==> src/rtl/stream_elastic_fifo.sv <==
// Elastic valid/ready FIFO with optional fall-through when empty.
// Occupancy tracked as EMPTY/PARTIAL/FULL beside an explicit usage count.
module stream_elastic_fifo #(
  parameter int unsigned Depth       = 4,
  parameter bit          FallThrough = 1'b0,
  parameter type         payload_t   = logic
) (
  input  logic                       clk_i,
  input  logic                       rst_i,
  input  logic                       clr_i,
  input  payload_t                   payload_i,
  input  logic                       valid_i,
  output logic                       ready_o,
  output payload_t                   payload_o,
  output logic                       valid_o,
  input  logic                       ready_i,
  output logic [$clog2(Depth+1)-1:0] usage_o,
  output logic                       full_o,
  output logic                       empty_o
);

  localparam int unsigned PtrW = (Depth > 1) ? $clog2(Depth) : 1;
  localparam int unsigned CntW = $clog2(Depth + 1);

  localparam logic [PtrW-1:0] LastPtr = PtrW'(Depth - 1);
  localparam logic [CntW-1:0] NearCnt = CntW'(Depth - 1);
  localparam logic [CntW-1:0] OneCnt  = CntW'(1);

  typedef enum logic [1:0] {
    EMPTY,
    PARTIAL,
    FULL
  } state_t;

  state_t          state_q, state_d;
  logic [CntW-1:0] cnt_q, cnt_d;
  logic [PtrW-1:0] wptr_q, wptr_d;
  logic [PtrW-1:0] rptr_q, rptr_d;

  payload_t mem [Depth];

  logic block;
  logic bypass;
  logic push;
  logic pop;
  logic store;
  logic fetch;

  assign block  = clr_i | rst_i;
  assign bypass = FallThrough && (state_q == EMPTY);

  assign ready_o = (state_q != FULL) && !block;
  assign valid_o = ((state_q != EMPTY) || (FallThrough && valid_i))
                   && !block;

  assign payload_o = bypass ? payload_i : mem[rptr_q];

  assign push = valid_i && ready_o;
  assign pop  = valid_o && ready_i;

  // A word that bypasses an empty buffer and is taken at once never lands.
  assign store = push && !(bypass && pop);
  assign fetch = pop && !bypass;

  assign usage_o = cnt_q;
  assign full_o  = (state_q == FULL);
  assign empty_o = (state_q == EMPTY);

  always_comb begin
    state_d = state_q;
    cnt_d   = cnt_q;
    wptr_d  = wptr_q;
    rptr_d  = rptr_q;
    if (clr_i) begin
      state_d = EMPTY;
      cnt_d   = '0;
      wptr_d  = '0;
      rptr_d  = '0;
    end else begin
      if (store) begin
        wptr_d = (wptr_q == LastPtr) ? '0 : wptr_q + 1'b1;
      end
      if (fetch) begin
        rptr_d = (rptr_q == LastPtr) ? '0 : rptr_q + 1'b1;
      end
      unique case ({store, fetch})
        2'b10:   cnt_d = cnt_q + 1'b1;
        2'b01:   cnt_d = cnt_q - 1'b1;
        default: cnt_d = cnt_q;
      endcase
      unique case (state_q)
        EMPTY: begin
          if (store) state_d = PARTIAL;
        end
        PARTIAL: begin
          if (store && !fetch && cnt_q == NearCnt) begin
            state_d = FULL;
          end else if (fetch && !store && cnt_q == OneCnt) begin
            state_d = EMPTY;
          end
        end
        FULL: begin
          if (fetch) state_d = PARTIAL;
        end
        default: state_d = EMPTY;
      endcase
    end
  end

  always_ff @(posedge clk_i or posedge rst_i) begin
    if (rst_i) begin
      state_q <= EMPTY;
      cnt_q   <= '0;
      wptr_q  <= '0;
      rptr_q  <= '0;
    end else begin
      state_q <= state_d;
      cnt_q   <= cnt_d;
      wptr_q  <= wptr_d;
      rptr_q  <= rptr_d;
    end
  end

  // Storage needs no reset: a slot is only read after it has been written.
  always_ff @(posedge clk_i) begin
    if (store) begin
      mem[wptr_q] <= payload_i;
    end
  end

endmodule

==> config.mk <==
export PLATFORM = sky130hd
export DESIGN_NAME = stream_elastic_fifo
export DESIGN_NICKNAME = d
export VERILOG_FILES = /design/src/rtl/stream_elastic_fifo.sv
export SDC_FILE = /design/constraint.sdc
export NUM_CORES = 1
export LEC_CHECK = 0
export BUFFER_PORTS_ARGS = -buffer_cell sky130_fd_sc_hd__buf_2
export CORE_MARGIN = 2
export CORE_UTILIZATION = 49
export CTS_CLUSTER_SIZE = 25
export DETAILED_ROUTE_END_ITERATION = 8
export PLACE_DENSITY = 0.8
export RECOVER_POWER = 50
export SKIP_CTS_REPAIR_TIMING = 1
export SKIP_LAST_GASP = 1
export SLEW_MARGIN = 0
export SYNTH_ARGS = -nofsm -noshare
export SYNTH_HDL_FRONTEND = slang
export SYNTH_SLANG_ARGS = --single-unit
==> constraint.sdc <==
create_clock -name clk_i -period 1.3 [get_ports clk_i]
set_input_delay 0.065 -clock clk_i [delete_from_list [all_inputs] [get_ports clk_i]]
set_output_delay 0.065 -clock clk_i [all_outputs]
set_load 0.02 [all_outputs]
# Word-level counts from Yosys, hierarchy flattened
# Memories as Yosys holds them, arrays and structs flattened.
# Cells that the tools add are included.
[totals]
ff_bits = 9
ramBits = 4
mem_count = 1
[memory_table]
columns = ["memory", "depth", "word_bits", "read_ports", "rd_ports_with_merged_regs", "write_ports", "line", "rtl"]
rows = [
  ["mem", 4, 1, 1, 0, 1, "40", "payload_t mem [Depth];"],
]
[op_classes]
add_sub_neg = 4
eq_ne = 12
muxes = 16
bitwise = 1
n_reduce_logical = 17
[ops]
columns = ["op", "count"]
rows = [
  ["$mux 2", 11],
  ["$eq 2x2->1 const B", 4],
  ["$logic_and 1x1->1", 8],
  ["$ne 3x2->1 const B", 2],
  ["$pmux 2 s3", 1],
  ["$pmux 3 s2", 1],
  ["$reduce_bool 2->1", 3],
  ["$add 2x1->2 const B", 2],
  ["$eq 2x1->1 const B", 2],
  ["$ne 4x4->1 const B", 1],
  ["$add 3x1->3 const B", 1],
  ["$eq 3x1->1 const B", 1],
  ["$eq 3x2->1 const B", 1],
  ["$logic_not 1->1", 3],
  ["$mux 3", 1],
  ["$reduce_and 3->1", 1],
  ["$reduce_bool 3->1", 1],
  ["$sub 3x1->3 const B", 1],
  ["$logic_not 2->1", 1],
  ["$mux 1", 2],
  ["$ne 2x2->1 const B", 1],
  ["$or 1x1->1", 1],
]

# Logic depth before layout (Yosys ltp)
# Gate-level depths: netlist (run 1).
[depth]
ltp_word = 11
mapped_depth = 6

# Least setup slack after synthesis (run 1)
# OpenSTA, ideal clock, no wires.
[synth_path]
path_type = "register to register"
from = "register state_q[1]"
to = "register cnt_q[1], in the netlist usage_o[1]"
setup_time_ns = 0.068
arrival_ns = 1.447
required_ns = 1.232
path_slack_ns = -0.216
stages_incl_launch_ff = 6
synth_period_minus_slack_ns = 1.516
path_cell_list = "dfrtp_1 -> or2_2 -> inv_1 -> nor3_1 -> nand4_1 -> nand3_1"
[synth_between]
elab_chain_cells = 6
[synth_rtl]
columns = ["element", "line", "rtl"]
rows = [
  ["start, declared", "35", "state_t state_q, state_d;"],
  ["start signal, assigned", "117", "state_q <= state_d;"],
  ["$reduce_bool 2->1 (*)", "53", "assign valid_o = ((state_q != EMPTY) || (FallThrough && valid_i))"],
  ["$logic_and 1x1->1 (*)", "54", "&& !block;"],
  ["named net valid_o", "15", "output logic valid_o,"],
  ["$logic_and 1x1->1 (*)", "59", "assign pop = valid_o && ready_i;"],
  ["$eq 2x1->1 / $eq 2x2->1 (equally long branches)", "86", "unique case ({store, fetch})"],
  ["$pmux 3 s2", "86", ""],
  ["$mux 3", "74", "if (clr_i) begin"],
  ["end signal, assigned", "118", "cnt_q <= cnt_d;"],
  ["end, declared", "36", "logic [CntW-1:0] cnt_q, cnt_d;"],
]
# Mark *: on every way through the listed nets, which the timed path passes. The rest lies on a longest branch.
# A chain may end at the register's enable or synchronous reset.

# Worst setup path after layout (run 1)
[layout_path]
from = "register state_q[1]"
to = "output valid_o"
[layout_between]
elab_chain_cells = 2
[layout_rtl]
columns = ["element", "line"]
rows = [
  ["$reduce_bool 2->1", "53"],
  ["$logic_and 1x1->1", "54"],
  ["end, declared", "15"],
]
# Every way passes these cells.

==> results.md, run 1 <==
- The count of state elements after synthesis is 13.
- The worst pin sits at a relative slew slack of 66.01%.
- The area of the die is 2122 sq um.
- Setup repair after global routing could not meet its margin everywhere.
- The H-tree depth is 1.
- Summing every instance area after synthesis gives 867.1 sq um.
- The maximum ir drop on the vdd rail is 728.8 uV.
- 14 I/O pins were placed.
- The flow ran to the end, but the final reports show violations.
- The worst setup path is launched from a flop.
- The number of flops mapped to enable cells by yosys is 4.
- The via count of the routed design is 781.
- The number of design-rule violations left by the first detailed-router iteration is 16.
- The biggest area consumer among synthesized cells is sky130_fd_sc_hd__dfrtp_1.
- The achievable clock frequency is 692.2 MHz.
- In this run, CTS created clock tree buffers numbering 3.
- The worst setup path category is reg -> out.
- The checks that failed: negative setup slack.
- The leading register cell type out of synthesis is sky130_fd_sc_hd__dfrtp_1.
- The max-slew violation total from the final report is 0.
- The area overhead of the layout relative to synthesis is 41.13%.
- The congestion estimate from routability-driven global placement came to 0.7899.
- OpenSTA, run right after detailed placement, puts the worst setup slack at -250.8 ps.
- The count of nets after finishing is 131.
- In this run the core area contains 15 standard-cell rows.
- The area of the core is 1689 sq um.
- The post-detailed-route count of antenna-violating nets is 0.
- The required time of the critical path is 1240 ps.
- The cell that appears most often on the critical path is sky130_fd_sc_hd__buf_6.
- The first-pass iteration count of the detailed router is 4.
- TritonCTS built the clock tree.
- The cell count after synthesis came out at 82.
- Dividing total power by cell area gives a power density of 782.2 nW/um^2.
- The number of nets in the synthesized netlist is 97.
- The clock transition time at the flip-flop clock pins of the worst setup and hold paths is 80 ps.
- The most frequent standard cell in the layout excluding fill and tap cells is sky130_fd_sc_hd__buf_4.
- The routed design could run at a clock period as short as 1445 ps.
- After detailed routing, the average wire length per cell comes to 15.92 um.
- Counting flops with an async set or reset pin after synthesis yields a share of 69.23%.
- The buffer levels on the longest clock path is 2.
- The post-route total power is 957.2 uW.
- The largest fanout on the critical path is 4.
- The worst setup path is captured at a primary output.
- The die span in x is 46.07 um.
- The path type of the worst min-delay path is in -> reg.
- During placement, the flow inserted port buffers numbering 13.
- Of the available clock period, the critical path in the final layout requires 111.1%.
- The number of setup violations in the final report is 10.
- The via density per instance is 5.917.
- The number of different library cells used by synthesis comes to 36.
- Clock tree synthesis selected as its root buffer the cell sky130_fd_sc_hd__clkbuf_4.
- The worst-case register-to-register setup slack is -110 ps.
- After layout, the worst setup slack is -144.7 ps.
- The library cell contributing the largest single delay on the critical path is sky130_fd_sc_hd__dfrtp_2.
- The number of maximum-capacitance violations is 0.
- The transition time of the tightest slew-check pin is 509.8 ps.
- The share of the synthesized area in the top cell type is 25.97%.
- The delay of the slowest cell on the worst path is 440 ps.
- The antenna diode instance count is 0.
- Ranked by total cell area, the synthesized netlist is headed by sky130_fd_sc_hd__dfrtp_1 26%, sky130_fd_sc_hd__edfxtp_1 14%, sky130_fd_sc_hd__ha_1 13%.
- The data arrival time at the worst-slack endpoint is 1380 ps.
- The number of global-route vias before repair is 682.
- Detailed placement ended at an HPWL of 1360 um.
- In the final layout, the share of cells above drive strength 1 is 46.96%.
- The detailed-route wire length is 2102 um.
- The leakage power figure is 0.0005447 uW.
- The initial utilization of the core area, before any placement, comes to 51.33%.
- The sequential element share of the synthesized area is 39.83%.
- The initial antenna violation count is 0.
- The maximum number of pins on one net before global-route repair is 15.
- The average instance area after synthesis is 10.57 sq um.
- The first global-routing pass estimated 2946 um of wire.
- The synthesis warning total is 0.
- For this design, the sink count on the clock tree is 13.
- Walking the worst path, the cells encountered are or2_4 -> inv_4 -> buf_6 -> nor3_4 -> buf_6.
- The leftover overflow at the end of global routing is 0.
- On the final layout, the worst clock skew is 2.387 ps.
- The final-report hold violation count is 0.
- The detailed-route DRC error count is 0.
- The top cell types in the final layout, fill and taps aside, are 15 x sky130_fd_sc_hd__buf_4, 8 x sky130_fd_sc_hd__ha_1, 7 x sky130_fd_sc_hd__buf_2.
- Global routing consumed, over all layers together, 19.92% of the routing resources.
- The later pin in the worst-skew pair is clocked with a latency of 290 ps.
- In this run the vertical extent of the chip is 46.07 um.
## registers in the layout, indices dropped and copies added (netlist names)
register / count
usage_o: 3
rptr_q: 2
state_q: 2
mem: 4
wptr_q: 2
## path summary, 6_finish.rpt
kind	startpoint	end	depth (start not counted)
max in group asynchronous	rst_i	state_q[1]	4
worst min-delay path	payload_i	mem[3]	1
worst min register to register	rptr_q[0]	rptr_q[0]	2
worst max-delay path	state_q[1]	valid_o	5
min in group asynchronous	rst_i	usage_o[2]	4
worst max register to register	usage_o[0]	usage_o[2]	4
## worst max-delay path: cells and delay by family, from the launching register on
family                 cells  cell delay [ps]
buffers and inverters      3              310
DFF                        1              440
and+or+nand+nor            2              340
## final cells by class
class | count | area (sq um)
multi-input combinational | 57 | 555.5
fill | 130 | 465.4
sequential | 13 | 349.1
timing repair buffer | 31 | 226.5
inverter | 10 | 45.04
clock buffer | 4 | 26.28
tap | 17 | 21.27
## synthesized netlist by cell type (2+ instances only)
| cell type | number |
|---|---|
| sky130_fd_sc_hd__dfrtp_1 | 9 |
| sky130_fd_sc_hd__ha_1 | 9 |
| sky130_fd_sc_hd__inv_1 | 9 |
| sky130_fd_sc_hd__nor2_1 | 6 |
| sky130_fd_sc_hd__and2_1 | 4 |
| sky130_fd_sc_hd__edfxtp_1 | 4 |
| sky130_fd_sc_hd__mux2i_1 | 3 |
| sky130_fd_sc_hd__nand2_1 | 3 |
| sky130_fd_sc_hd__nand3_1 | 3 |
| sky130_fd_sc_hd__nor3_1 | 3 |
| sky130_fd_sc_hd__buf_4 | 2 |
| sky130_fd_sc_hd__nand4_1 | 2 |
| sky130_fd_sc_hd__or3_1 | 2 |
## cells by family after synthesis
group | Yosys count | share of synthesized area (%)
compound gates | 9 | 9.236
xor+xnor | 2 | 3.608
fa+ha+maj | 9 | 12.99
buf+inv | 13 | 6.492
flops | 13 | 39.83
mux | 5 | 7.359
simple gates | 31 | 20.49
## per-stage QoR
step                util, %  setup TNS [ps]  cells  hold slack (ps)  cell area [sq um]
floorplan                 -          -499.3     82           -99.03              902.1
global placement      63.63           -1397    124            249.5               1075
detailed placement    63.63           -2098    124            259.7               1075
CTS                   65.19           -2856    128           -53.88               1101
global route          72.44           -1464    132            65.64               1224
finish                72.44          -806.0    132            38.01               1224
## routing by layer
layer | routed length [um] | GRT usage [%]
met3 | 96 | 5.098
met2 | 1039 | 31.67
met5 | 0 | 0
met4 | 76 | 10.29
met1 | 890 | 24.75
## power breakdown
group,internal (uW),switching [uW],leakage [uW]
combinational,120,125,0.000375
sequential,436,14.9,0.000155
clock,120,142,0.0000150
Power figures use the tool's default switching activity.
==> run 2, diff against run 1 <==
Settings changed: SKIP_LAST_GASP 1 to not set.
==> run 2 against run 1 <==
Compared with the run above:
- the run still ends with negative setup slack left
- critical endpoint is now state_q[0]
- die area unchanged
- critical path depth stayed put
- fmax fell by 0.81%
- clock power about the same
- largest power group unchanged
- final area grew 1.2%
- global-route usage stayed put
- wire length down 2.9%
- core utilization grew 0.89 points
- worst setup slack worse by 12 ps
==> results.md, run 2 (synthesis gave the netlist of run 1 again) <==
- The post-layout worst setup margin came to -156.6 ps (was -144.7 ps).
- The area of the die is 2122 sq um (unchanged).
- The maximum ir drop on the vdd rail is 551.0 uV (was 728.8 uV).
- The last weighted congestion value of the routability-driven placer was 0.7899 (unchanged).
- The pre-CTS worst setup slack is -250.8 ps (unchanged).
- The number of buffers inserted by port buffering is 13 (unchanged).
- Chain of cells forming the critical path: nand2b_4 -> inv_4 -> o2111ai_2 -> or3b_1 -> a31o_1 (was or2_4 -> inv_4 -> buf_6 -> nor3_4 -> buf_6).
- The die span in x came to 46.07 um (unchanged).
- The placement-stage cell area was 1075 sq um (unchanged).
- The final setup TNS came to -772.8 ps (was -806.0 ps).
- The final-report hold violation count is 0 (unchanged).
- The launching point of the worst reg2reg path is state_q[0] (was usage_o[0]).
- The global-route total usage across every layer is 19.92% (unchanged).
- The number of clock sinks seen by CTS is 13 (unchanged).
- The minimum period implied by the final worst setup slack came to 1457 ps (was 1445 ps).
- The H-tree depth is 1 (unchanged).
- The initial cell density of the core is 51.33% (unchanged).
- The achievable clock frequency is 686.5 MHz (was 692.2 MHz).
- The final hold slack was 35.73 ps (was 38.01 ps).
- The CTS tree is built (unchanged).
- The top-level port count is 14 (unchanged).
- The initial antenna violation count is 0 (unchanged).
- The number of maximum-capacitance violations is 0 (unchanged).
- The number of global-route vias before repair is 682 (unchanged).
- The delay of the slowest cell on the worst path is 410 ps (was 440 ps).
- The number of setup violations in the final report is 9 (was 10).
- The number of cells traversed by the worst register-to-register path came to 5 (was 4).
- The count of nets after finishing is 131 (unchanged).
- The critical path buffer and inverter count was 1 (was 3).
- The area overhead of the layout relative to synthesis is 42.86% (was 41.13%).
- The worst hold path depth is 1 (unchanged).
- The capture endpoint of the worst hold path is mem[3] (unchanged).
- The detailed-route DRC error count is 0 (unchanged).
- The element type at the critical path start was a flop (unchanged).
- The required time of the critical path was 1480 ps (was 1240 ps).
- The die span in y is 46.07 um (unchanged).
- The root cell of the clock tree is sky130_fd_sc_hd__clkbuf_4 (unchanged).
- The worst slew margin relative to its limit is 65.56% (was 66.01%).
- The average routed wire per standard cell came to 15.45 um (was 15.92 um).
- The library cell contributing the largest single delay on the critical path is sky130_fd_sc_hd__dfrtp_1 (was sky130_fd_sc_hd__dfrtp_2).
- The post-detailed-placement half-perimeter wirelength is 1360 um (unchanged).
- The via density per instance is 5.750 (was 5.917).
- The data arrival time at the worst-slack endpoint is 1640 ps (was 1380 ps).
- The wire length of the first global-routing pass is 2946 um (unchanged).
- The ratio of cells with drive above 1 in the final layout came to 48.70% (was 46.96%).
- The worst clock skew is 1.828 ps (was 2.387 ps).
- The detailed-route wire length is 2040 um (was 2102 um).
- RSZ-0062 raised after global routing: true (unchanged).
- The clock transition time at the flip-flop clock pins of the worst setup and hold paths came to 80 ps (about the same).
- The capturing point of the worst reg2reg path is state_q[0] (was usage_o[2]).
- Violations in the final reports: negative setup slack (unchanged).
- The first-pass iteration count of the detailed router is 4 (unchanged).
- The largest fanout on the critical path is 4 (unchanged).
- The post-detailed-route count of antenna-violating nets is 0 (unchanged).
- The path type of the worst min-delay path is in -> reg (unchanged).
- The number of buffers inserted during clock tree synthesis is 3 (unchanged).
- The area of the core came to 1689 sq um (unchanged).
- The max-slew violation total from the final report is 0 (unchanged).
- The leakage power figure was 0.0005472 uW (was 0.0005447 uW).
- The most frequent standard cell in the layout excluding fill and tap cells is sky130_fd_sc_hd__buf_4 (unchanged).
- The number of rows created at floorplan was 15 (unchanged).
- The transition time of the tightest slew-check pin is 516.6 ps (was 509.8 ps).
- The via count of the routed design is 759 (was 781).
- The number of design-rule violations left by the first detailed-router iteration is 18 (was 16).
- The flip-flop count of the largest register, all copies and words added was 4 (unchanged).
- Run status: complete, but fails checks (unchanged).
- The antenna diode instance count is 0 (unchanged).
- The maximum number of pins on one net before global-route repair is 15 (unchanged).
- The worst-skew pair later-pin latency is 290 ps (about the same).
- The leftover overflow at the end of global routing was 0 (unchanged).
- The kind of cell adding the most delay to the critical path is simple AND/OR/NAND/NOR gates (was flip-flops).
- The capturing element type of the critical path was a flop (was primary output).
- Leading cell types in the layout, fill and taps excluded: 14 x sky130_fd_sc_hd__buf_4, 8 x sky130_fd_sc_hd__ha_1, 7 x sky130_fd_sc_hd__buf_2, 7 x sky130_fd_sc_hd__buf_6 (was 15 x sky130_fd_sc_hd__buf_4, 8 x sky130_fd_sc_hd__ha_1, 7 x sky130_fd_sc_hd__buf_2).
- The worst-case register-to-register setup slack is -160 ps (was -110 ps).
- The final critical-path share of the clock period is 112.0% (was 111.1%).
- The critical hold path startpoint is payload_i (unchanged).
- The power per unit of standard cell area came to 774.1 nW/um^2 (was 782.2 nW/um^2).
- The worst setup path category is reg -> reg (was reg -> out).
- The buffer levels on the longest clock path was 2 (unchanged).
- The post-route cell area is 1239 sq um (was 1224 sq um).
- The register bank with the most flops is mem (unchanged).
- The post-route total power is 958.9 uW (was 957.2 uW).
-- run 2: layout make-up --
type                    instances  area (sq um)
multi-input cells              57         566.8
fillers                       121         450.4
flip-flops and latches         13         349.1
repair buffers                 31         230.2
inverters                      10         45.04
clock buffers                   4         26.28
well taps                      17         21.27
-- run 2: report_power, final --
part / switching (uW) / internal (uW) / total, uW
Combinational: 124 / 121 / 244
Clock: 143 / 120 / 263
Sequential: 15.5 / 436 / 452
-- run 2: worst max-delay path by stage --
stage	from	to	slack (ps)	cells after the start
6_report	state_q[0]	state_q[0]	-160	5
5_1_grt	state_q[0]	state_q[0]	-210	5
3_5_place_dp	state_q[1]	usage_o[0]	-250	4
2_1_floorplan	state_q[0]	state_q[0]	-100	5
3_3_place_gp	state_q[1]	usage_o[2]	-180	4
4_1_cts	state_q[1]	usage_o[0]	-260	4
-- run 2: stage by stage --
step,utilization [%],cells
floorplan,-,82
global placement,63.63,124
detailed placement,63.63,124
CTS,65.19,128
global route,73.33,132
finish,73.33,132
-- run 2: per-layer routing --
metal | up-vias | GRT usage, % | part of all wire [%]
li1 | 360 | - | -
met1 | 379 | 24.75 | 42
met2 | 13 | 31.67 | 51
met3 | 7 | 5.098 | 4.2
met4 | 0 | 10.29 | 2.8
met5 | - | 0 | 0
==> run 3, diff against run 2 <==
Settings changed: BUFFER_PORTS_ARGS -buffer_cell sky130_fd_sc_hd__buf_2 to -buffer_cell sky130_fd_sc_hd__buf_4.
==> run 3 against run 2 <==
Compared with the run above:
- the run still ends with negative setup slack left
- combinational power barely moved
- final cell count rose by 3.0%
- sequential power barely moved
- global-route usage fell by 1.3 points
- clock skew rose by 4.6 ps
- final area fell by 0.81%
==> results.md, run 3 (synthesis gave the netlist of run 1 again) <==
- Run status: complete, but fails checks (unchanged).
- Violations in the final reports: negative setup slack (unchanged).
- The via count of the routed design came to 773 (was 759).
- The path type of the worst min-delay path was in -> reg (unchanged).
- The post-route total power is 960.4 uW (was 958.9 uW).
- The worst setup path category was reg -> reg (unchanged).
- The transition time of the tightest slew-check pin was 549.0 ps (was 516.6 ps).
- The number of rows created at floorplan is 15 (unchanged).
- The number of setup violations in the final report came to 10 (was 9).
- The wire length of the first global-routing pass came to 2753 um (was 2946 um).
- The average routed wire per standard cell is 14.85 um (was 15.45 um).
- The delay of the slowest cell on the worst path was 450 ps (was 410 ps).
- The critical hold path startpoint is ready_i (was payload_i).
- The register bank with the most flops is mem (unchanged).
- The post-detailed-route count of antenna-violating nets was 0 (unchanged).
- The placement-stage cell area is 1115 sq um (was 1075 sq um).
- The top-level port count is 14 (unchanged).
- The achievable clock frequency is 682.2 MHz (was 686.5 MHz).
- The area of the die is 2122 sq um (unchanged).
- The largest fanout on the critical path was 4 (unchanged).
- The worst-skew pair later-pin latency is 290 ps (about the same).
- The worst slew margin relative to its limit is 63.40% (was 65.56%).
- The detailed-route DRC error count came to 0 (unchanged).
- The last weighted congestion value of the routability-driven placer is 0.7639 (was 0.7899).
- The die span in x is 46.07 um (unchanged).
- The number of buffers inserted by port buffering was 13 (unchanged).
- The data arrival time at the worst-slack endpoint came to 1690 ps (was 1640 ps).
- The capture endpoint of the worst hold path is state_q[1] (was mem[3]).
- The pre-CTS worst setup slack came to -221.0 ps (was -250.8 ps).
- The flip-flop count of the largest register, all copies and words added was 4 (unchanged).
- The power per unit of standard cell area is 781.6 nW/um^2 (was 774.1 nW/um^2).
- The element type at the critical path start was a flop (unchanged).
- The max-slew violation total from the final report is 0 (unchanged).
- The final critical-path share of the clock period is 112.8% (was 112.0%).
- The antenna diode instance count is 0 (unchanged).
- The maximum ir drop on the vdd rail is 772.5 uV (was 551.0 uV).
- Leading cell types in the layout, fill and taps excluded: 26 x sky130_fd_sc_hd__buf_4, 8 x sky130_fd_sc_hd__ha_1, 6 x sky130_fd_sc_hd__inv_1, 6 x sky130_fd_sc_hd__nor2_1, 6 x sky130_fd_sc_hd__dfrtp_1 (was 14 x sky130_fd_sc_hd__buf_4, 8 x sky130_fd_sc_hd__ha_1, 7 x sky130_fd_sc_hd__buf_2, 7 x sky130_fd_sc_hd__buf_6).
- The leftover overflow at the end of global routing came to 0 (unchanged).
- The worst-case register-to-register setup slack came to -170 ps (was -160 ps).
- The library cell contributing the largest single delay on the critical path is sky130_fd_sc_hd__dfrtp_2 (was sky130_fd_sc_hd__dfrtp_1).
- The minimum period implied by the final worst setup slack is 1466 ps (was 1457 ps).
- The ratio of cells with drive above 1 in the final layout was 43.70% (was 48.70%).
- The root cell of the clock tree is sky130_fd_sc_hd__clkbuf_4 (unchanged).
- The detailed-route wire length is 2020 um (was 2040 um).
- The via density per instance came to 5.684 (was 5.750).
- The worst hold path depth is 2 (was 1).
- The capturing element type of the critical path is a flop (unchanged).
- The post-route cell area is 1229 sq um (was 1239 sq um).
- The number of global-route vias before repair is 653 (was 682).
- The most frequent standard cell in the layout excluding fill and tap cells was sky130_fd_sc_hd__buf_4 (unchanged).
- The final-report hold violation count is 0 (unchanged).
- The required time of the critical path came to 1520 ps (was 1480 ps).
- The final hold slack is 33.89 ps (was 35.73 ps).
- The worst clock skew is 6.410 ps (was 1.828 ps).
- Chain of cells forming the critical path: or2_4 -> inv_4 -> nor3_1 -> buf_4 -> o32ai_2 -> a22o_1 (was nand2b_4 -> inv_4 -> o2111ai_2 -> or3b_1 -> a31o_1).
- The CTS tree is built (unchanged).
- The initial antenna violation count is 0 (unchanged).
- The post-detailed-placement half-perimeter wirelength is 1340 um (was 1360 um).
- The first-pass iteration count of the detailed router was 4 (unchanged).
- The number of maximum-capacitance violations was 0 (unchanged).
- The count of nets after finishing is 135 (was 131).
- RSZ-0062 raised after global routing: true (unchanged).
- The die span in y is 46.07 um (unchanged).
- The H-tree depth was 1 (unchanged).
- The core utilization of the finished layout is 72.74% (was 73.33%).
- The maximum number of pins on one net before global-route repair is 15 (unchanged).
- The area of the core is 1689 sq um (unchanged).
- The post-layout worst setup margin is -165.9 ps (was -156.6 ps).
- The launching point of the worst reg2reg path was state_q[1] (was state_q[0]).
- The number of buffers inserted during clock tree synthesis is 3 (unchanged).
- The area overhead of the layout relative to synthesis was 41.70% (was 42.86%).
- The leakage power figure was 0.0005575 uW (was 0.0005472 uW).
- The global-route total usage across every layer came to 18.61% (was 19.92%).
- The clock transition time at the flip-flop clock pins of the worst setup and hold paths came to 80 ps (about the same).
- The capturing point of the worst reg2reg path was usage_o[2] (was state_q[0]).
- The number of clock sinks seen by CTS came to 13 (unchanged).
- The number of design-rule violations left by the first detailed-router iteration is 28 (was 18).
- The initial cell density of the core was 51.33% (unchanged).
- The number of cells traversed by the worst register-to-register path is 6 (was 5).
- The buffer levels on the longest clock path is 2 (unchanged).
[run 3: worst max-delay path by stage]
stage,slack (ps),cells past startpoint,from,end
after floorplan,-100,5,state_q[0],state_q[0]
after global placement,-170,6,state_q[1],usage_o[2]
after detailed placement,-220,4,state_q[1],usage_o[0]
after CTS,-240,4,state_q[1],usage_o[0]
after global routing,-200,5,state_q[0],state_q[0]
final,-170,6,state_q[1],usage_o[2]
[run 3: critical path, delay by kind of cell, from the launching register on]
family	cells	cell delay [ps]
buffers and inverters	2	210
and+or+nand+nor	2	350
DFF	1	450
AOI/OAI and AO/OA	2	380
[run 3: stage by stage]
step / cells / TNS [ps]
final: 136 / -1046
after global routing: 136 / -1492
after CTS: 129 / -2813
after detailed placement: 125 / -1914
after global placement: 125 / -1445
after floorplan: 82 / -499.3
[run 3: per-layer routing]
layer	part of all wire [%]	vias up	track usage, %
li1	-	370	-
met1	40	366	23.75
met2	52	35	29.44
met3	7.8	2	5.882
met4	0.69	0	6.857
met5	0	-	0
[run 3: layout make-up]
cell class / instances / area (sq um)
clock buffers: 4 / 26.28
fillers: 111 / 460.4
inverters: 10 / 45.04
multi-input cells: 57 / 521.8
flip-flops and latches: 13 / 349.1
well taps: 17 / 21.27
repair buffers: 35 / 265.3
[run 3: where the power goes]
part           switching, uW  internal [uW]  leakage [uW]
logic                    118            126      0.000388
registers               14.9            436      0.000155
clock network            145            119     0.0000150
